<file path="src/rtl/pc_sequencer_if.sv">
// pc_sequencer_if
//   Bundles the pc_sequencer status inputs and its PC-mux and memory-read
//   controls.
//   slave  : the sequencer view. It receives decoder, execution-unit, memory
//            and interrupt status, and drives MPC, pc_we, ifetch, vec_rd,
//            vec_addr and irq_ack.
//   master : the surrounding core view. It drives the status signals and
//            receives the controls.
interface pc_sequencer_if;
   logic        mem_rdy;
   logic        ir_valid;
   logic [1:0]  ext_words;
   logic        exec_done;
   logic        is_jump;
   logic        jump_taken;
   logic        is_pc_dst;
   logic        irq_req;
   logic [15:0] irq_vec;
   logic [2:0]  MPC;
   logic        pc_we;
   logic        ifetch;
   logic        vec_rd;
   logic [15:0] vec_addr;
   logic        irq_ack;

   modport slave (
      input  mem_rdy, ir_valid, ext_words, exec_done, is_jump, jump_taken,
             is_pc_dst, irq_req, irq_vec,
      output MPC, pc_we, ifetch, vec_rd, vec_addr, irq_ack
   );

   modport master (
      output mem_rdy, ir_valid, ext_words, exec_done, is_jump, jump_taken,
             is_pc_dst, irq_req, irq_vec,
      input  MPC, pc_we, ifetch, vec_rd, vec_addr, irq_ack
   );
endinterface

</file>
<file path="src/rtl/pc_sequencer.sv">
// pc_sequencer
//   Steps each MSP430 instruction through its phases: reset-vector load,
//   opcode fetch, decode, extension-word fetches, execute, and an optional
//   interrupt-vector load. In every phase it selects the mux_pc source,
//   strobes the PC write enable, and issues the fetch and vector-read strobes.
//   Ports:
//     clk   : core clock. All state changes happen on the rising edge.
//     rst_n : asynchronous active-low reset. It returns the sequencer to RST_VEC.
//     bus   : pc_sequencer_if.slave. It carries the status inputs and the
//             MPC, pc_we, ifetch, vec_rd, vec_addr and irq_ack outputs.
//   Only the state and the extension-word counter are registered. The outputs
//   are decoded combinationally from the state and the current status inputs,
//   because pc_we and irq_ack must follow mem_rdy in the same cycle.
module pc_sequencer (
   input  logic                  clk,
   input  logic                  rst_n,
   pc_sequencer_if.slave         bus
);

   typedef enum logic [2:0] {
      RST_VEC = 3'd0,
      FETCH   = 3'd1,
      DECODE  = 3'd2,
      EXT     = 3'd3,
      EXEC    = 3'd4,
      IRQ_VEC = 3'd5
   } state_t;

   localparam logic [2:0]  MPC_HOLD  = 3'd0;
   localparam logic [2:0]  MPC_INC2  = 3'd1;
   localparam logic [2:0]  MPC_MDB   = 3'd2;
   localparam logic [2:0]  MPC_CALC  = 3'd3;
   localparam logic [15:0] RESET_VEC = 16'hFFFE;

   state_t      state_r;
   state_t      state_nxt_s;
   logic [1:0]  ext_cnt_r;
   logic [1:0]  ext_cnt_nxt_s;

   logic [2:0]  mpc_s;
   logic        pc_we_s;
   logic        ifetch_s;
   logic        vec_rd_s;
   logic [15:0] vec_addr_s;
   logic        irq_ack_s;
   logic        pc_load_s;

   // PC is reloaded from CALC_OUT on a taken jump or on an explicit PC destination.
   assign pc_load_s = (bus.is_jump & bus.jump_taken) | bus.is_pc_dst;

   // State and extension-word counter registers.
   always_ff @(posedge clk or negedge rst_n) begin
      if (!rst_n) begin
         state_r   <= RST_VEC;
         ext_cnt_r <= 2'd0;
      end else begin
         state_r   <= state_nxt_s;
         ext_cnt_r <= ext_cnt_nxt_s;
      end
   end

   // Next-state and output decode.
   always_comb begin
      state_nxt_s   = state_r;
      ext_cnt_nxt_s = ext_cnt_r;
      mpc_s         = MPC_HOLD;
      pc_we_s       = 1'b0;
      ifetch_s      = 1'b0;
      vec_rd_s      = 1'b0;
      vec_addr_s    = RESET_VEC;
      irq_ack_s     = 1'b0;

      case (state_r)
         RST_VEC: begin
            vec_rd_s = 1'b1;
            mpc_s    = MPC_MDB;
            pc_we_s  = bus.mem_rdy;
            if (bus.mem_rdy) begin
               state_nxt_s = FETCH;
            end else begin
               state_nxt_s = RST_VEC;
            end
         end

         FETCH: begin
            ifetch_s = 1'b1;
            mpc_s    = MPC_INC2;
            pc_we_s  = bus.mem_rdy;
            if (bus.mem_rdy) begin
               state_nxt_s = DECODE;
            end else begin
               state_nxt_s = FETCH;
            end
         end

         DECODE: begin
            if (bus.ir_valid) begin
               if (bus.ext_words == 2'd0) begin
                  state_nxt_s = EXEC;
               end else begin
                  // A count of three cannot occur on MSP430, so it is clamped to two.
                  if (bus.ext_words == 2'd3) begin
                     ext_cnt_nxt_s = 2'd2;
                  end else begin
                     ext_cnt_nxt_s = bus.ext_words;
                  end
                  state_nxt_s = EXT;
               end
            end else begin
               state_nxt_s = DECODE;
            end
         end

         EXT: begin
            ifetch_s = 1'b1;
            mpc_s    = MPC_INC2;
            pc_we_s  = bus.mem_rdy;
            if (bus.mem_rdy) begin
               ext_cnt_nxt_s = ext_cnt_r - 2'd1;
               // A zero count cannot occur here. If it does, the sequencer
               // leaves EXT rather than wrapping the counter.
               if (ext_cnt_r <= 2'd1) begin
                  ext_cnt_nxt_s = 2'd0;
                  state_nxt_s   = EXEC;
               end else begin
                  state_nxt_s   = EXT;
               end
            end else begin
               state_nxt_s = EXT;
            end
         end

         EXEC: begin
            if (bus.exec_done) begin
               if (pc_load_s) begin
                  mpc_s   = MPC_CALC;
                  pc_we_s = 1'b1;
               end else begin
                  mpc_s   = MPC_HOLD;
               end
               // The vector load follows the CALC_OUT load, so the vector
               // wins when both happen.
               if (bus.irq_req) begin
                  state_nxt_s = IRQ_VEC;
               end else begin
                  state_nxt_s = FETCH;
               end
            end else begin
               state_nxt_s = EXEC;
            end
         end

         IRQ_VEC: begin
            vec_rd_s   = 1'b1;
            vec_addr_s = bus.irq_vec;
            mpc_s      = MPC_MDB;
            pc_we_s    = bus.mem_rdy;
            irq_ack_s  = bus.mem_rdy;
            if (bus.mem_rdy) begin
               state_nxt_s = FETCH;
            end else begin
               state_nxt_s = IRQ_VEC;
            end
         end

         default: begin
            state_nxt_s   = RST_VEC;
            ext_cnt_nxt_s = 2'd0;
         end
      endcase
   end

   assign bus.MPC      = mpc_s;
   assign bus.pc_we    = pc_we_s;
   assign bus.ifetch   = ifetch_s;
   assign bus.vec_rd   = vec_rd_s;
   assign bus.vec_addr = vec_addr_s;
   assign bus.irq_ack  = irq_ack_s;

endmodule

</file>
<file path="src/flat_wrapper.sv">
// flat-port wrapper written by rule: the top's interface ports become plain ports
module pc_sequencer_flat 
  (clk, rst_n, bus_mem_rdy, bus_ir_valid, bus_ext_words, bus_exec_done, bus_is_jump, bus_jump_taken, bus_is_pc_dst, bus_irq_req, bus_irq_vec, bus_MPC, bus_pc_we, bus_ifetch, bus_vec_rd, bus_vec_addr, bus_irq_ack);
  pc_sequencer_if bus_i ();
  input  logic clk;
  input  logic rst_n;
  input wire logic [$bits(bus_i.mem_rdy)-1:0] bus_mem_rdy;
  input wire logic [$bits(bus_i.ir_valid)-1:0] bus_ir_valid;
  input wire logic [$bits(bus_i.ext_words)-1:0] bus_ext_words;
  input wire logic [$bits(bus_i.exec_done)-1:0] bus_exec_done;
  input wire logic [$bits(bus_i.is_jump)-1:0] bus_is_jump;
  input wire logic [$bits(bus_i.jump_taken)-1:0] bus_jump_taken;
  input wire logic [$bits(bus_i.is_pc_dst)-1:0] bus_is_pc_dst;
  input wire logic [$bits(bus_i.irq_req)-1:0] bus_irq_req;
  input wire logic [$bits(bus_i.irq_vec)-1:0] bus_irq_vec;
  output wire logic [$bits(bus_i.MPC)-1:0] bus_MPC;
  output wire logic [$bits(bus_i.pc_we)-1:0] bus_pc_we;
  output wire logic [$bits(bus_i.ifetch)-1:0] bus_ifetch;
  output wire logic [$bits(bus_i.vec_rd)-1:0] bus_vec_rd;
  output wire logic [$bits(bus_i.vec_addr)-1:0] bus_vec_addr;
  output wire logic [$bits(bus_i.irq_ack)-1:0] bus_irq_ack;
  assign bus_i.mem_rdy = bus_mem_rdy;
  assign bus_i.ir_valid = bus_ir_valid;
  assign bus_i.ext_words = bus_ext_words;
  assign bus_i.exec_done = bus_exec_done;
  assign bus_i.is_jump = bus_is_jump;
  assign bus_i.jump_taken = bus_jump_taken;
  assign bus_i.is_pc_dst = bus_is_pc_dst;
  assign bus_i.irq_req = bus_irq_req;
  assign bus_i.irq_vec = bus_irq_vec;
  assign bus_MPC = bus_i.MPC;
  assign bus_pc_we = bus_i.pc_we;
  assign bus_ifetch = bus_i.ifetch;
  assign bus_vec_rd = bus_i.vec_rd;
  assign bus_vec_addr = bus_i.vec_addr;
  assign bus_irq_ack = bus_i.irq_ack;
  pc_sequencer u_core (.clk(clk), .rst_n(rst_n), .bus(bus_i));
endmodule
</file>
<file path="config.mk">
export PLATFORM = sky130hd
export DESIGN_NAME = pc_sequencer_flat
export DESIGN_NICKNAME = d
export VERILOG_FILES = /design/src/rtl/pc_sequencer_if.sv /design/src/rtl/pc_sequencer.sv /design/src/flat_wrapper.sv
export SDC_FILE = /design/constraint.sdc
export NUM_CORES = 1
export LEC_CHECK = 0
export CAP_MARGIN = 20
export CORE_MARGIN = 10
export CORE_UTILIZATION = 33
export CTS_CLUSTER_SIZE = 40
export DETAILED_ROUTE_END_ITERATION = 8
export PLACE_DENSITY = 0.83
export SLEW_MARGIN = 30
export SYNTH_ARGS = -nofsm -noshare
export SYNTH_HDL_FRONTEND = slang
export SYNTH_SLANG_ARGS = --single-unit
</file>
<file path="constraint.sdc">
create_clock -name clk -period 2.6 [get_ports clk]
set_clock_uncertainty 0.05 [all_clocks]
set_input_delay 0.52 -clock clk [delete_from_list [all_inputs] [get_ports clk]]
set_output_delay 0.52 -clock clk [all_outputs]
set_load 0.02 [all_outputs]
</file>
After elaboration in Yosys (flattened, before gate mapping)
Index checks and enable logic that the tools add are counted.
Storage, ports and cells
  bits in registers: 5
  bits of input ports: 27
  output and inout port bits: 23
Cells by class
  $add $sub $neg: 1
  order comparisons: 1
  equality and inequality tests: 9
  muxes and demuxes: 26
  bitwise logic cells: 3
  reduce and logical (&&, ||, !) cells: 7
Operator list (count)
  $mux 3: 8
  $pmux 3 s6: 1
  $mux 16: 1
  $mux 2: 7
  $pmux 3 s3: 1
  $reduce_or 4->1: 2
  $eq 3x2->1 const B: 2
  $eq 3x3->1 const B: 2
  $mux 1: 6
  $ne 2x2->1 const B: 3
  $pmux 2 s3: 1
  $reduce_and 4->1: 1
  $reduce_or 2->1: 2
  $eq 3x1->1 const B: 1
  $logic_not 3->1: 1
  $eq 2x2->1 const B: 1
  $le 2x1->1 const B: 1
  $logic_not 2->1: 1
  $pmux 1 s2: 1
  $sub 2x1->2 const B: 1
  $and 1x1->1: 1
  $not 1->1: 1
  $or 1x1->1: 1

Longest topological paths before layout
Gate-level depths: netlist of the first run.
  depth after elaboration: 5
  depth in mapped cells: 4
  gate-level depth less buffers: 3

Worst setup path before layout of the first run
Ideal clock, no wire load.
  path kind: register -> output
  start point: reg u_core.state_r[2]
  end point: out bus_MPC[1]
  arrival: 1.334 ns
  data required time: 2.030 ns
  slack: 0.696 ns
  cell stages (with the launch flop): 5
  path through: dfrtp_1 -> buf_6 -> nand2b_1 -> inv_1 -> a211oi_1
On the way
  cells in the longest elaborated chain, start to end: 3
  elaborated cells on any way between the ends: 8
RTL lines
  start, declared: RTL line pc_sequencer.sv:35  | state_t state_r;
  start signal, assigned: RTL line pc_sequencer.sv:57  | state_r <= state_nxt_s;
  $eq 3x3->1 (tied with other cells): RTL line pc_sequencer.sv:73  | case (state_r)
  $reduce_or 2->1 (no line)
  $pmux 3 s3 (*): RTL line pc_sequencer.sv:73
  end, declared: RTL line flat_wrapper.sv:16  | output wire logic [$bits(bus_i.MPC)-1:0] bus_MPC;
Mark *: on every way between the ends. The rest lies on a longest branch, timed or not.

Worst setup path in the final report of the first run
  start point: reg u_core.state_r[2]
  end point: out bus_vec_rd
On the way
  cells in the longest elaborated chain, start to end: 3
  elaborated cells on any way between the ends: 4
RTL lines
  $eq 3x3->1 / $logic_not 3->1 (equally long branches): RTL line pc_sequencer.sv:73
  $reduce_or 2->1 (no line) (*)
  $mux 1 (*): RTL line pc_sequencer.sv:73
  end, declared: RTL line flat_wrapper.sv:19  | output wire logic [$bits(bus_i.vec_rd)-1:0] bus_vec_rd;
Marks and branches as above.

==> results of run 1 <==
[registers in the layout (all words and copies together), names as in the netlist]
name	cells
u_core.state_r	3
u_core.ext_cnt_r	2
[layer usage]
layer	global-route usage (%)	wire, um
met5	0	0
met4	5.73	0
met3	4.88	362
met2	20.8	1060
met1	14.0	986
[cells in the final DEF (no fill, tap or decap), types with 2 or more instances in the layout]
cell type	count
sky130_fd_sc_hd__and3_1	2
sky130_fd_sc_hd__buf_4	5
sky130_fd_sc_hd__mux2_4	2
sky130_fd_sc_hd__nor2b_1	3
sky130_fd_sc_hd__o31ai_1	2
sky130_fd_sc_hd__nand2_1	3
sky130_fd_sc_hd__o32ai_1	2
sky130_fd_sc_hd__dfrtp_1	4
sky130_fd_sc_hd__dlygate4sd2_1	3
sky130_fd_sc_hd__or3_1	15
sky130_fd_sc_hd__a221oi_1	2
sky130_fd_sc_hd__clkdlybuf4s50_1	45
sky130_fd_sc_hd__clkbuf_4	3
sky130_fd_sc_hd__nor3_1	2
sky130_fd_sc_hd__inv_1	3
sky130_fd_sc_hd__nand2b_1	6
sky130_fd_sc_hd__a21oi_1	2
sky130_fd_sc_hd__o21ai_0	2
[worst reg2reg max path, cell delays in order (launching register included)]
cell and delay (ns):
sky130_fd_sc_hd__dfrtp_1 0.36, sky130_fd_sc_hd__buf_4 0.20, sky130_fd_sc_hd__or3b_4 0.41, sky130_fd_sc_hd__o221ai_4 0.18
sky130_fd_sc_hd__mux2_4 0.31
[cells by family after synthesis]
kind of cell / count (synthesis) / synth area share (%)
fa+ha+maj: 1 / 1.73
compound gates: 17 / 24.5
other cells: 1 / 0.649
buf+inv: 9 / 8.01
simple gates: 36 / 38.3
flops: 5 / 21.6
mux: 2 / 5.20
[power by group through the flow]
stage / registers [mW] / logic [mW] / clock network [mW]
floorplan: 0.128 / 0.494 / 0
global placement: 0.143 / 0.816 / 0
detailed placement: 0.148 / 0.838 / 0
CTS: 0.148 / 0.820 / 0.0932
global route: 0.159 / 0.877 / 0.0981
finish: 0.151 / 0.810 / 0.0902
[cell type report]
cell class / count / area, um2
fill: 147 / 581
timing repair buffer: 53 / 514
multi-input combinational: 57 / 409
sequential: 5 / 126
clock buffer: 4 / 26.3
tap: 17 / 21.3
inverter: 3 / 11.3
[cells in the mapped netlist]
cell type / number
sky130_fd_sc_hd__or3_1: 15
sky130_fd_sc_hd__nand2b_1: 7
sky130_fd_sc_hd__dfrtp_1: 5
sky130_fd_sc_hd__inv_1: 3
sky130_fd_sc_hd__nand2_1: 3
sky130_fd_sc_hd__nor2b_1: 3
sky130_fd_sc_hd__a21oi_1: 2
sky130_fd_sc_hd__a221oi_1: 2
sky130_fd_sc_hd__and3_1: 2
sky130_fd_sc_hd__clkbuf_1: 2
sky130_fd_sc_hd__mux2_4: 2
sky130_fd_sc_hd__nor3_1: 2
sky130_fd_sc_hd__o21ai_0: 2
sky130_fd_sc_hd__o31ai_1: 2
sky130_fd_sc_hd__o32ai_1: 2
sky130_fd_sc_hd__a211oi_1: 1
sky130_fd_sc_hd__a21boi_0: 1
sky130_fd_sc_hd__a21o_1: 1
sky130_fd_sc_hd__a22oi_1: 1
sky130_fd_sc_hd__and2b_1: 1
sky130_fd_sc_hd__buf_1: 1
sky130_fd_sc_hd__buf_2: 1
sky130_fd_sc_hd__buf_4: 1
sky130_fd_sc_hd__buf_6: 1
sky130_fd_sc_hd__conb_1: 1
sky130_fd_sc_hd__maj3_1: 1
sky130_fd_sc_hd__nand3_1: 1
sky130_fd_sc_hd__nor3b_1: 1
sky130_fd_sc_hd__o211ai_1: 1
sky130_fd_sc_hd__o21a_1: 1
sky130_fd_sc_hd__o221ai_4: 1
sky130_fd_sc_hd__or3b_4: 1
[worst paths after layout]
kind | start | to | slack, ns | depth (start not counted)
max in group asynchronous | rst_n | u_core.state_r[2] | 1.85 | 1
worst max register to register | u_core.state_r[1] | u_core.ext_cnt_r[0] | 0.97 | 4
worst min register to register | u_core.ext_cnt_r[0] | u_core.ext_cnt_r[0] | 0.50 | 1
min in group clk | u_core.ext_cnt_r[0] | u_core.ext_cnt_r[0] | 0.50 | 1
worst min-delay path | rst_n | u_core.state_r[0] | 0.44 | 1
worst max-delay path | u_core.state_r[2] | bus_vec_rd | 0.13 | 4
[timing repair]
item / in CTS / in global routing
endpoints found under the setup margin: 8 / 1
resized for setup: 4 / 1
setup buffers: 0 / 0
cloned: 0 / 0
endpoints found under the hold margin: 0 / 0
[stage by stage]
step / TNS [ns] / utilization [%] / hold WS (ns) / cell area (um2) / instances
after global routing: 0 / 65.6 / 0.453 / 1110 / 139
final: 0 / 65.6 / 0.441 / 1110 / 139
after CTS: 0 / 65.6 / 0.447 / 1110 / 139
after floorplan: 0 / - / 0.174 / 578 / 71
after detailed placement: -0.176 / 64.1 / 0.490 / 1080 / 135
after global placement: -0.0739 / 64.1 / 0.486 / 1080 / 135
==> run summary, run 1 <==
The flow ran to the end, and the final reports show no timing, DRC or antenna violations. For the summed instance area of the synthesized netlist, the log shows 578 um2. The run gives 0.000461 V as the maximum ir drop on the vdd rail.

TritonCTS built the clock tree. The y dimension of the die was 61.9 um; the HPWL reported at the end of detailed placement was 2070 um. The pin count of the biggest net entering global routing was 19.

The layout-stage area growth over the synthesis result was 91.8%. Cell internal power was estimated by the tool at 539 uW. The post-route netlist has 11.5% of its cells at a drive strength greater than 1.

After clock tree synthesis, the clock-pin slew on the worst setup and hold paths is 0.05 ns. Ranked by total cell area, the synthesized netlist is headed by sky130_fd_sc_hd__dfrtp_1, sky130_fd_sc_hd__or3_1, sky130_fd_sc_hd__nand2b_1. The congestion estimate from routability-driven global placement came to 0.803.

The routed wire length per instance works out to 17.3 um. Setup repair after global routing left no endpoint under its margin. 50 I/O pins were placed. Of all nets on the critical path, the largest fanout is 9. Antenna diode count: 0.

Setup violations remaining at the end of the flow were counted as 0. For the total number of H-tree levels, the log shows 1. The logs give 98 for the synthesized netlist net count and 1.90 ns for the arrival time of data at the critical path endpoint. Overall power consumption after layout is estimated at 1.05 mW. The cell with the largest stage delay on the worst path is sky130_fd_sc_hd__clkdlybuf4s50_1. The floorplan step defined a die boundary enclosing 3830 um2. The share of the synthesized area in the top cell type was 21.6%; the post-place setup slack was -0.0715 ns. The critical path class is flop to primary output.

Based on the critical path, the design can be clocked at up to 404 MHz. The routed design has 2410 um of wire. The total clock buffers created by CTS is 3. The final number of max-transition violations is 0, and the final critical delay including setup and external delays is 2.47 ns. Averaged over all synthesized cells, the footprint is 8.14 um2. The residual overflow from global routing was 0; the number of vias in the routed layout was 754.

The first detailed-routing pass ran for 4 iterations. The run gives 12.6% as the total routing resource utilization after global routing. The path class of the tightest hold or removal check is primary input to asynchronous set/reset pin.

In the post-route analysis, the smallest setup slack over all paths is 0.127 ns. The core region is 1690 um2. The number of design rule violations left after detail routing is 0, and the cell row count is 15.

Of all cell types, the one taking the most synthesized area is sky130_fd_sc_hd__dfrtp_1. Yosys mapped the design onto 32 distinct sky130hd cell types. In this run, the combinational gates consume 77.0% of the power. Net switching is 48.8% of the power.

Once detail routing completed, the nets flagged for antenna violations numbered 0. Of the available clock period, the critical path in the final layout requires 95.1%. Kind of start point of the critical path: a flop. The logs give 513 uW for the power spent charging and discharging nets and 8.6% for the share of power burned in the clock network. During synthesis, Yosys emitted a total of 0 warnings. Registers are responsible for 14.4% of the overall power. The clock passes through at most 2 buffers. The delay contributed by the slowest stage of the critical path is 0.65 ns. The tools report the count of nets after finishing as 150. The tree built by TritonCTS fans out to 5 sinks.

The logs give 0 for the initial antenna violation count and 26 for the number of violations reported at the end of detailed-routing iteration 0. The worst setup path is captured at a primary output. The final-report hold violation count came out at 0. Walking the worst path, the cells encountered are nand2b_1 > inv_1 > nor3_1 > clkdlybuf4s50_1. Root cell of the clock tree: sky130_fd_sc_hd__clkbuf_4. The ratio of total power to cell area came out at 948 nW/um2. For the count of maximum capacitance violations, the log shows 0. Counting both buffers and inverters, the worst setup path holds a total of 2. For the synthesized netlist cell count, the log shows 71. Synthesis inferred 5 register bits. In the routed layout, each cell is associated on average with a via count of 5.42. From left edge to right edge, the die measures 61.9 um. The first global-routing pass estimated 3650 um of wire. The tools report the clock insertion delay at the later pin of the skew report as 0.24 ns. Input and output buffers added on the ports amount to 48. At the worst endpoint, the required time is 2.03 ns. The tools report the leakage power summed over all cells as 0.440 nW.

Initial core utilization: 34.2%. The run gives 739 as the via count of the first global-routing pass. The run gives 0 as the count of hold-fix buffers inserted at cts.

The tools report the sequential element share of the synthesized area as 21.6%. Among cell families on the critical path, the largest total delay comes from buffers and inverters.
No activity file was read; power rests on OpenSTA's default activity.
==> inputs of run 2 (changes only) <==
==> constraint.sdc (replaced) <==
create_clock -name clk -period 2.6 [get_ports clk]
set_clock_uncertainty 0.05 [all_clocks]
set_input_delay 0.26 -clock clk [delete_from_list [all_inputs] [get_ports clk]]
set_output_delay 0.26 -clock clk [all_outputs]
set_load 0.02 [all_outputs]
==> run summary, run 2 (synthesized netlist as in run 1, its figures left out) <==
The largest fanout on the critical path works out to 18 (+9). For the flop-to-flop setup slack, the log shows 0.98 ns (about the same). TritonCTS built the clock tree.

The critical path buffer and inverter count was 1 (-1). The logs give 1690 um2 (unchanged) for the area of the core and 3290 um (-9.8%) for the wire length of the first global-routing pass. Leakage power summed over all cells: 0.420 nW (-4.4%). In this design, the largest share of critical-path delay is due to buffers and inverters. The antenna diode count was 0 (unchanged); the ratio of total power to cell area was 957 nW/um2 (+0.94%). The root cell of the clock tree was sky130_fd_sc_hd__clkbuf_4. The flow ran to the end, and the final reports show no timing, DRC or antenna violations. The run gives 4 (unchanged) as the iteration count of the initial detailed-routing pass. The final-report hold violation count is 0 (unchanged), and the number of failing setup endpoints in the final timing report is 0 (unchanged). The HPWL reported at the end of detailed placement is 1930 um (-6.7%). The worst setup path is launched from a flop.

The residual overflow from global routing came out at 0 (unchanged). The logs give 10 (-62%) for the number of violations reported at the end of detailed-routing iteration 0 and 0 (unchanged) for the number of design rule violations left after detail routing. The share of post-route cells with drive strength above 1 works out to 7.56% (-3.9 points). The final period utilization works out to 92.0% (-3.2 points).

The commonest non-fill, non-tap cell in the layout is sky130_fd_sc_hd__clkdlybuf4s50_1. The die width is 61.9 um (unchanged). Type of the tightest min-delay check: primary input to asynchronous set/reset pin. Critical path class: flop to primary output. In this run the worst setup path begins at u_core.state_r[2].

The largest registers in the layout are u_core.state_r: 3 flops, u_core.ext_cnt_r: 2 flops. The post-detailed-placement cell area is 1060 um2 (-2.1%), and the design area is 1090 um2 (-2.0%). The tools report the number of buffers inserted to repair setup after CTS as 0 (unchanged). The total length of routed wires is 2260 um (-6.1%), and the highest attainable clock frequency is 418 MHz (+3.4%). In the layout the commonest cells are sky130_fd_sc_hd__clkdlybuf4s50_1, sky130_fd_sc_hd__or3_1, sky130_fd_sc_hd__nand2b_1.

The run gives 19 (unchanged) as the pin count of the biggest net entering global routing. Final critical delay including setup and external delays: 2.39 ns (-0.0822 ns). The total clock buffers created by CTS came out at 3 (unchanged). Walking the worst path, the cells encountered are nand2b_1 > o32ai_1 > clkdlybuf4s50_1. The number of flip-flops in the largest register works out to 3 (unchanged). The run gives 15 (unchanged) as the cell row count.

The cell depth of the worst flop-to-flop path is 3 (-1). Routed wire length per instance: 16.6 um (-4.0%). The tools report the endpoint class of the critical path as a primary output.

The initial antenna violation count is 0 (unchanged), and the final number of max-transition violations is 0 (unchanged). The run gives 50 (unchanged) as the number of top-level design ports. The via count of the first global-routing pass was 696 (-5.8%); the total power after layout was 1.04 mW (-1.1%).

Relative to the synthesized area, the layout overhead comes to 87.9%. The last element of the critical path is bus_pc_we. The run gives 738 (-2.1%) as the number of vias in the routed layout.

The y dimension of the die works out to 61.9 um (unchanged). The logs give 0.000550 V (+19%) for the maximum ir drop on the vdd rail and 0 (unchanged) for the count of maximum capacitance violations. Worst path required time: 2.29 ns (+0.26 ns). The logic depth of the worst path, buffers included was 3 (-1). The placer congestion estimate is 0.821 (+2.3%), and the clock-pin slew reported for the worst setup and hold paths after clock tree synthesis is 0.04 ns (about the same). The sum of negative setup slack is 0 ns (unchanged), and the via-per-instance ratio is 5.43 (about the same). The number of buffers added on ports is 48 (unchanged). The tools report the count of nets after finishing as 147 (-2.0%).

The endpoint identified for the worst register-to-register timing path is u_core.ext_cnt_r[0]. The clock insertion delay at the later pin of the skew report was 0.24 ns (about the same); the total routing resource utilization after global routing was 11.1% (-1.5 points). More flip-flops sit in one register than any other, and that register is u_core.state_r. The tools report the startpoint of the worst register-to-register path as u_core.state_r[0].

The tools report the maximum clock insertion buffer count as 2 (unchanged). Setup repair after global routing left no endpoint under its margin. The post-cts gate resize count is 0 (-4). The logs give 34.2% (unchanged) for the initial core utilization and 3830 um2 (unchanged) for the area enclosed by the die boundary. The logs give 5 (unchanged) for the number of clock sinks and 0 (unchanged) for the count of hold-fix buffers inserted at cts. The arrival time of data at the critical path endpoint is 2.08 ns (+0.18 ns), and the delay contributed by the slowest stage of the critical path is 0.67 ns (+0.02 ns). The number of routed nets with antenna violations came out at 0 (unchanged). The run gives 0.184 ns (-0.257 ns) as the final hold slack. For this design, the slowest cell found on the critical path is sky130_fd_sc_hd__clkdlybuf4s50_1. The total number of H-tree levels was 1 (unchanged).
[run 2: changes by cell type in the layout (fill, tap and decap cells not counted), sizes merged]
cell           before  now
clkdlybuf4s50      45   48
buf                 5    2
dlygate4sd2         3    0
[run 2: how the worst min path moves through the flow]
stage	from	slack, ns	end	cells past startpoint
finish	rst_n	0.18	u_core.state_r[2]	1
global route	rst_n	0.20	u_core.ext_cnt_r[0]	1
CTS	rst_n	0.19	u_core.state_r[2]	1
detailed placement	rst_n	0.44	u_core.ext_cnt_r[0]	1
global placement	rst_n	0.44	u_core.ext_cnt_r[0]	1
floorplan	rst_n	-0.09	u_core.ext_cnt_r[0]	0
[run 2: power by group]
group | internal [mW] | leakage (nW) | switching [mW]
registers | 0.108 | 0.0650 | 0.0560
logic | 0.377 | 0.341 | 0.412
clock network | 0.0579 | 0.0150 | 0.0298
[run 2: stage by stage]
stage	utilization, %	cells	setup slack, ns
2_1_floorplan	-	71	0.956
3_3_place_gp	62.7	132	0.458
3_5_place_dp	62.7	132	0.382
4_1_cts	64.3	136	0.208
5_1_grt	64.3	136	0.0314
6_report	64.3	136	0.209
[run 2: area by class of cell]
class / instances / area [um2]
inverters: 3 / 11.3
flip-flops and latches: 5 / 125
well taps: 17 / 21.3
clock buffers: 4 / 26.3
fillers: 146 / 603
repair buffers: 50 / 495
multi-input cells: 57 / 407
[run 2: per-layer routing]
| layer | vias up | GRT usage, % | wire length (um) |
|---|---|---|---|
| li1 | 357 | - | - |
| met1 | 335 | 13.3 | 980 |
| met2 | 44 | 17.3 | 920 |
| met3 | 2 | 4.27 | 347 |
| met4 | 0 | 4.78 | 10 |
| met5 | - | 0 | 0 |
